<file path="src/rtl/div_pkg.sv">
// ============================================================================
// Module   : div_pkg
// Purpose  : Shared types and constants for the divider issue stage.
//            Holds the issue FSM state encoding, the datapath width and the
//            special operand/result values used for exception handling.
// Revision : 1.0 - initial release
// ============================================================================
`default_nettype none

package div_pkg;

  localparam int DIV_W = 16;

  // Two's-complement corner values for the divider datapath
  localparam logic [DIV_W-1:0] INT_MIN   = 16'h8000;
  localparam logic [DIV_W-1:0] NEG_ONE   = 16'hFFFF;
  localparam logic [DIV_W-1:0] DIV0_QUOT = 16'hFFFF;

  typedef enum logic [1:0] {
    IDLE = 2'd0,
    WAIT = 2'd1,
    DONE = 2'd2
  } state_t;

endpackage : div_pkg

`default_nettype wire

</file>
<file path="src/rtl/signed_div.sv">
// ============================================================================
// Module   : signed_div
// Purpose  : Combinational 16-bit signed divider. Quotient truncates toward
//            zero; remainder takes the sign of the dividend.
//            Division by zero and INT_MIN / -1 produce defined but
//            meaningless values; the issue stage overrides both.
// Ports    : dividend  - two's-complement dividend
//            divisor   - two's-complement divisor
//            quotient  - signed quotient
//            remainder - signed remainder
// Revision : 1.0 - initial release
// ============================================================================
`default_nettype none

module signed_div
  import div_pkg::*;
(
  input  logic [DIV_W-1:0] dividend,
  input  logic [DIV_W-1:0] divisor,
  output logic [DIV_W-1:0] quotient,
  output logic [DIV_W-1:0] remainder
);

  logic             a_neg;
  logic             b_neg;
  logic [DIV_W-1:0] a_mag;
  logic [DIV_W-1:0] b_mag;
  logic [DIV_W-1:0] b_safe;
  logic [DIV_W-1:0] q_mag;
  logic [DIV_W-1:0] r_mag;

  // Divide magnitudes unsigned, then restore signs. The magnitude of
  // INT_MIN is 16'h8000, which is still representable as unsigned.
  always_comb begin
    a_neg     = dividend[DIV_W-1];
    b_neg     = divisor[DIV_W-1];
    a_mag     = a_neg ? (~dividend + 1'b1) : dividend;
    b_mag     = b_neg ? (~divisor + 1'b1) : divisor;
    // Keep the operator total so simulation never sees X on divide-by-zero
    b_safe    = (b_mag == '0) ? {{(DIV_W-1){1'b0}}, 1'b1} : b_mag;
    q_mag     = a_mag / b_safe;
    r_mag     = a_mag % b_safe;
    quotient  = (a_neg ^ b_neg) ? (~q_mag + 1'b1) : q_mag;
    remainder = a_neg ? (~r_mag + 1'b1) : r_mag;
  end

endmodule : signed_div

`default_nettype wire

</file>
<file path="src/rtl/div_issue_stage.sv">
// ============================================================================
// Module   : div_issue_stage
// Purpose  : Issue/capture stage around the combinational signed_div.
//            Registers an operand pair on accept, waits SETTLE_CYCLES for the
//            multicycle divider path, captures quotient/remainder with
//            exception flags, and holds the result until drained.
// Ports    : clk, rst (sync, active-high)
//            in_valid/in_ready, in_dividend, in_divisor   - operand handshake
//            out_valid/out_ready, out_quotient, out_remainder,
//            out_div_zero, out_overflow                   - result handshake
//            busy                                         - state != IDLE
// Config   : DIV_ISSUE_OVERLAP_EN - when defined, a new operand pair may be
//            accepted on the same edge the current result drains.
// Revision : 1.0 - initial release
// ============================================================================
`default_nettype none

module div_issue_stage
  import div_pkg::*;
#(
  parameter int SETTLE_CYCLES = 2
) (
  input  logic             clk,
  input  logic             rst,
  input  logic             in_valid,
  output logic             in_ready,
  input  logic [DIV_W-1:0] in_dividend,
  input  logic [DIV_W-1:0] in_divisor,
  output logic             out_valid,
  input  logic             out_ready,
  output logic [DIV_W-1:0] out_quotient,
  output logic [DIV_W-1:0] out_remainder,
  output logic             out_div_zero,
  output logic             out_overflow,
  output logic             busy
);

  localparam logic [3:0] SETTLE_LOAD = 4'(SETTLE_CYCLES - 1);

  state_t           state;
  logic [3:0]       settle_cnt;
  logic [DIV_W-1:0] op_a;
  logic [DIV_W-1:0] op_b;
  logic [DIV_W-1:0] div_quot;
  logic [DIV_W-1:0] div_rem;
  logic             accept;
  logic             in_div_zero;
  logic             in_overflow;

  // Divider sees only the registered operands, so it is stable while settling
  signed_div u_signed_div (
    .dividend  (op_a),
    .divisor   (op_b),
    .quotient  (div_quot),
    .remainder (div_rem)
  );

`ifdef DIV_ISSUE_OVERLAP_EN
  assign in_ready = ~rst & ((state == IDLE) | ((state == DONE) & out_ready));
`else
  assign in_ready = ~rst & (state == IDLE);
`endif

  assign accept      = in_valid & in_ready;
  assign busy        = (state != IDLE);
  assign in_div_zero = (in_divisor == '0);
  assign in_overflow = (in_dividend == INT_MIN) & (in_divisor == NEG_ONE);

  always_ff @(posedge clk) begin
    if (rst) begin
      state         <= IDLE;
      settle_cnt    <= '0;
      op_a          <= '0;
      op_b          <= '0;
      out_valid     <= 1'b0;
      out_quotient  <= '0;
      out_remainder <= '0;
      out_div_zero  <= 1'b0;
      out_overflow  <= 1'b0;
    end else begin
      case (state)
        WAIT: begin
          if (settle_cnt == '0) begin
            state         <= DONE;
            out_valid     <= 1'b1;
            out_quotient  <= div_quot;
            out_remainder <= div_rem;
            out_div_zero  <= 1'b0;
            out_overflow  <= 1'b0;
          end else begin
            settle_cnt <= settle_cnt - 1'b1;
          end
        end
        DONE: begin
          if (out_ready) begin
            state     <= IDLE;
            out_valid <= 1'b0;
          end
        end
        default: ;
      endcase

      // Placed after the case so an overlapped accept in DONE overrides
      // the drain's move to IDLE.
      if (accept) begin
        op_a <= in_dividend;
        op_b <= in_divisor;
        if (in_div_zero) begin
          state         <= DONE;
          out_valid     <= 1'b1;
          out_quotient  <= DIV0_QUOT;
          out_remainder <= in_dividend;
          out_div_zero  <= 1'b1;
          out_overflow  <= 1'b0;
        end else if (in_overflow) begin
          state         <= DONE;
          out_valid     <= 1'b1;
          out_quotient  <= INT_MIN;
          out_remainder <= '0;
          out_div_zero  <= 1'b0;
          out_overflow  <= 1'b1;
        end else begin
          state      <= WAIT;
          settle_cnt <= SETTLE_LOAD;
        end
      end
    end
  end

endmodule : div_issue_stage

`default_nettype wire

</file>
<file path="config.mk">
export PLATFORM = sky130hd
export DESIGN_NAME = div_issue_stage
export DESIGN_NICKNAME = d
export VERILOG_FILES = /design/src/rtl/div_pkg.sv /design/src/rtl/signed_div.sv /design/src/rtl/div_issue_stage.sv
export SDC_FILE = /design/constraint.sdc
export NUM_CORES = 1
export LEC_CHECK = 0
export BUFFER_PORTS_ARGS = -buffer_cell sky130_fd_sc_hd__buf_2
export CORE_MARGIN = 2
export CORE_UTILIZATION = 30
export DETAILED_ROUTE_END_ITERATION = 7
export MAX_ROUTING_LAYER = met4
export PLACE_DENSITY_LB_ADDON = 0.1
export SLEW_MARGIN = 20
export SYNTH_ARGS = -nofsm -noshare
export SYNTH_HDL_FRONTEND = slang
export SYNTH_SLANG_ARGS = --single-unit
</file>
<file path="constraint.sdc">
create_clock -name clk -period 44.1 [get_ports clk]
set_input_delay 6.615 -clock clk [delete_from_list [all_inputs] [get_ports clk]]
set_output_delay 6.615 -clock clk [all_outputs]
set_load 0.05 [all_outputs]
</file>
==> metrics.md <==
| Metric | Value |
|---|---|
| 1st-iter DRT viols | between 1,000 and 1,500 |
| Library cells used by synthesis | between 90 and 100 |
| Final non-filler cell total | between 2,000 and 2,500 |
| Setup TNS | 0 ns |
| CTS tree | built |
| Worst min-delay path category | reg -> reg |
| Achievable Freq | 0.02426 GHz |
| Number of H-tree levels | 3 |
| CTS clk-pin slew, worst paths | roughly 0.06 ns |
| Seq/Total Area, Yosys | 0.1136 |
| Global-route wire length before repair | between 80,000 and 90,000 um |
| Worst EP required | approximately 44 ns |
| GRT overflow | 0 |
| Initial Util | 0.3054 |
| Die ar. | around 45,000 um^2 |
| Port buffer count | 72 |
| Max FO, Critical Path | 25 |
| Hold path depth | 2 |
| Max Transition Viols Final | 0 |
| Final hold vios | 0 |
| Placed Cells incl. Taps | 2,400 |
| Area added between synthesis and finish | 10.27% |
| CP max-delay cell | a2111oi_4 |
| Drt wl/cell | 23.49 um |
| Core area | roughly 42,000 um^2 |
| Synthesized instance count | 1,836 |
| Endpoint class of the critical path | flip-flop |
| Finish-stage setup viols | 0 |
| Hpwl dp | 44,990 um |
| CTS root buf | clkbuf_16 |
| Via count | 14,460 |
| Layout Utilization | 0.3367 |
| Share of cells above drive strength 1 | 0.09909 |
| Clock buffer count from CTS | 9 |
| Reg2Reg Launch Point | op_b[0] |
| NumNets Final | 2,051 |
| Yosys warns | 0 |
| Gpl congestion | 0.9380 |
| RSZ-0062 raised after global routing | no |
| Final min period | 41.23 ns |
| Initial antenna violation count | 0 |
| Worst skew pair latency | roughly 0.37 ns |
| Yosys reg bits | 73 |
| Post-synth EDFFs | 0 |
| Most common library cell in the layout ignoring fill and taps | nand2_1 |
| Die X | approximately 210 um |
| Max Root-Sink Buffers | 2 |
| WHS Endpoint | out_overflow |
| Via density | 5.984 |
| FF-to-FF End | out_remainder[14] |
| Fillers | 4,620 |
| Vias in the first global route | 13,710 |
| Drt total wl | 56,750 um |
| Global Route Usage Sum | 0.2579 |
| WS Path Type | reg -> reg |
| Post-CTS Resized | 0 |
| I/O pin count | 73 |
| Clk sinks | 73 |
| Syn Nets | 2,015 |
| Relative slew margins | 0.2658 |
| Final Cycle Share | 0.9349 |
| Post-CTS Setup Repair Bufs | 0 |
| Drt first pass iters | 5 |
| R2R depth | around 130 |
| DRC violations left | 0 |
| Diode count | 0 |
| Worst slew pin tran | 1.090 ns |
| Post-Route Skew | ~0.011 ns |
| Routed Antenna Nets | 0 |
| Worst Setup Start Kind | flip-flop |
| Status | finished, final reports clean |
| Syn Area/Cell | between 7 and 8 um^2 |
| R2r setup slk | about 2.9 ns |
| Post-synth ARST share | 0 |
| Die Y | around 210 um |
| Worst hold start | out_overflow |
| Largest net degree at the start of global routing | 59 |
| Floorplan row count | 75 |
| Hold_buf cts | 0 |
| Max Cap Violations | 0 |
| CP max stage delay | around 0.9 ns |
| Critical path arrival | 41.51 ns |
| Commonest cells after routing, fill and taps aside | nand2_1, a21oi_1, ha_1 |
| Synth Cell Area | ~13,000 um^2 |
| Synth Flop Type | dfxtp_1 |
[worst max path at each step]
stage / slack [ns] / cells after the start / end / from
final: 2.87 / 132 / out_remainder[14] / op_b[0]
after global routing: 0.12 / 132 / out_remainder[14] / op_b[0]
after CTS: 3.57 / 132 / out_remainder[14] / op_b[0]
after detailed placement: 3.69 / 131 / out_remainder[14] / op_b[0]
after global placement: 4.49 / 132 / out_remainder[14] / op_b[0]
after floorplan: 12.11 / 131 / out_remainder[14] / op_b[0]
[kinds of logic (layout without fill, tap and decap cells)]
family | count (synthesis) | in the layout | share of synthesized area
simple gates | 704 | 704 | 0.2630
xor+xnor | 131 | 131 | 0.08917
compound gates | 620 | 620 | 0.3256
fa+ha+maj | 143 | 143 | 0.1396
buf+inv | 132 | 173 | 0.04074
flops | 73 | 73 | 0.1136
mux | 33 | 33 | 0.02830
[state kept, by name, summed over array words and instances (netlist names)]
name	cells
out_valid	1
settle_cnt	4
out_remainder	16
out_overflow	1
op_a	16
op_b	16
out_quotient	16
state	2
out_div_zero	1
[per-stage QoR]
stage                     cell area (um^2)  hold slack (ns)  setup slack [ns]
after detailed placement             13840           0.4584             3.690
after global placement               13840           0.4559             4.491
after CTS                            14190           0.4697             3.566
after global routing                 14190           0.4947            0.1242
after floorplan                      12870           0.4497             12.11
final                                14190           0.4723             2.873
[area by class of cell]
class,count,area [um^2],share of cell area
multi-input combinational,1631,10920,0.7698
sequential,73,1461,0.1030
tap,539,674.4,0.04753
timing repair buffer,100,570.5,0.04021
clock buffer,12,246.5,0.01737
inverter,57,215.2,0.01517
clock inverter,4,98.84,0.006966
[cell usage after synthesis, drive strengths merged, types with 6 or more instances]
| cell type | count | area, um^2 |
|---|---|---|
| a21oi | 172 | 860.8 |
| mux2i | 16 | 172.7 |
| nor3b | 6 | 45.04 |
| o311a | 7 | 70.07 |
| nand2b | 22 | 137.6 |
| a31oi | 25 | 156.4 |
| o211ai | 37 | 277.8 |
| o41ai | 7 | 68.82 |
| o21bai | 8 | 60.06 |
| a22oi | 8 | 60.06 |
| xnor2 | 73 | 639.4 |
| nand3 | 67 | 335.3 |
| o211a | 7 | 70.07 |
| o2111ai | 8 | 70.07 |
| o21ai | 108 | 540.5 |
| o21a | 41 | 307.8 |
| o22ai | 9 | 56.30 |
| a31o | 7 | 61.31 |
| nand2 | 242 | 908.4 |
| ha | 142 | 1777 |
| a21boi | 12 | 93.84 |
| inv | 52 | 195.2 |
| nand4 | 26 | 162.7 |
| a21o | 39 | 292.8 |
| o31ai | 22 | 165.2 |
| mux2 | 17 | 191.4 |
| nor3 | 56 | 280.3 |
| or2 | 22 | 137.6 |
| buf | 15 | 83.83 |
| a211oi | 16 | 120.1 |
| nor4 | 22 | 150.1 |
| a32oi | 6 | 52.55 |
| o31a | 11 | 96.34 |
| nor2b | 17 | 106.4 |
| and2 | 16 | 100.1 |
| a211o | 7 | 61.31 |
| xor2 | 58 | 508.0 |
| clkbuf | 60 | 225.2 |
| and3 | 17 | 106.4 |
| or4 | 13 | 108.9 |
| nor2 | 142 | 535.5 |
| dfxtp | 73 | 1461 |
| or3 | 21 | 136.4 |
[layer usage]
metal,vias up,global-route usage,routed length [um]
li1,6971,-,-
met1,6959,0.3285,25690
met2,425,0.4179,26010
met3,102,0.02721,2774
met4,0,0.1034,2272
met5,-,-,0
[critical path, delay by kind of cell, from the launching register on]
family | cells | cell delay [ns]
buffers and inverters | 7 | 2.28
DFF | 1 | 0.42
AOI/OAI and AO/OA | 57 | 19.24
and+or+nand+nor | 48 | 12.51
muxes | 4 | 1.49
adders and majority gates | 16 | 5.11
Power is not shown: default switching activity piles up to over one toggle a cycle in this logic, so the estimate is an artifact.
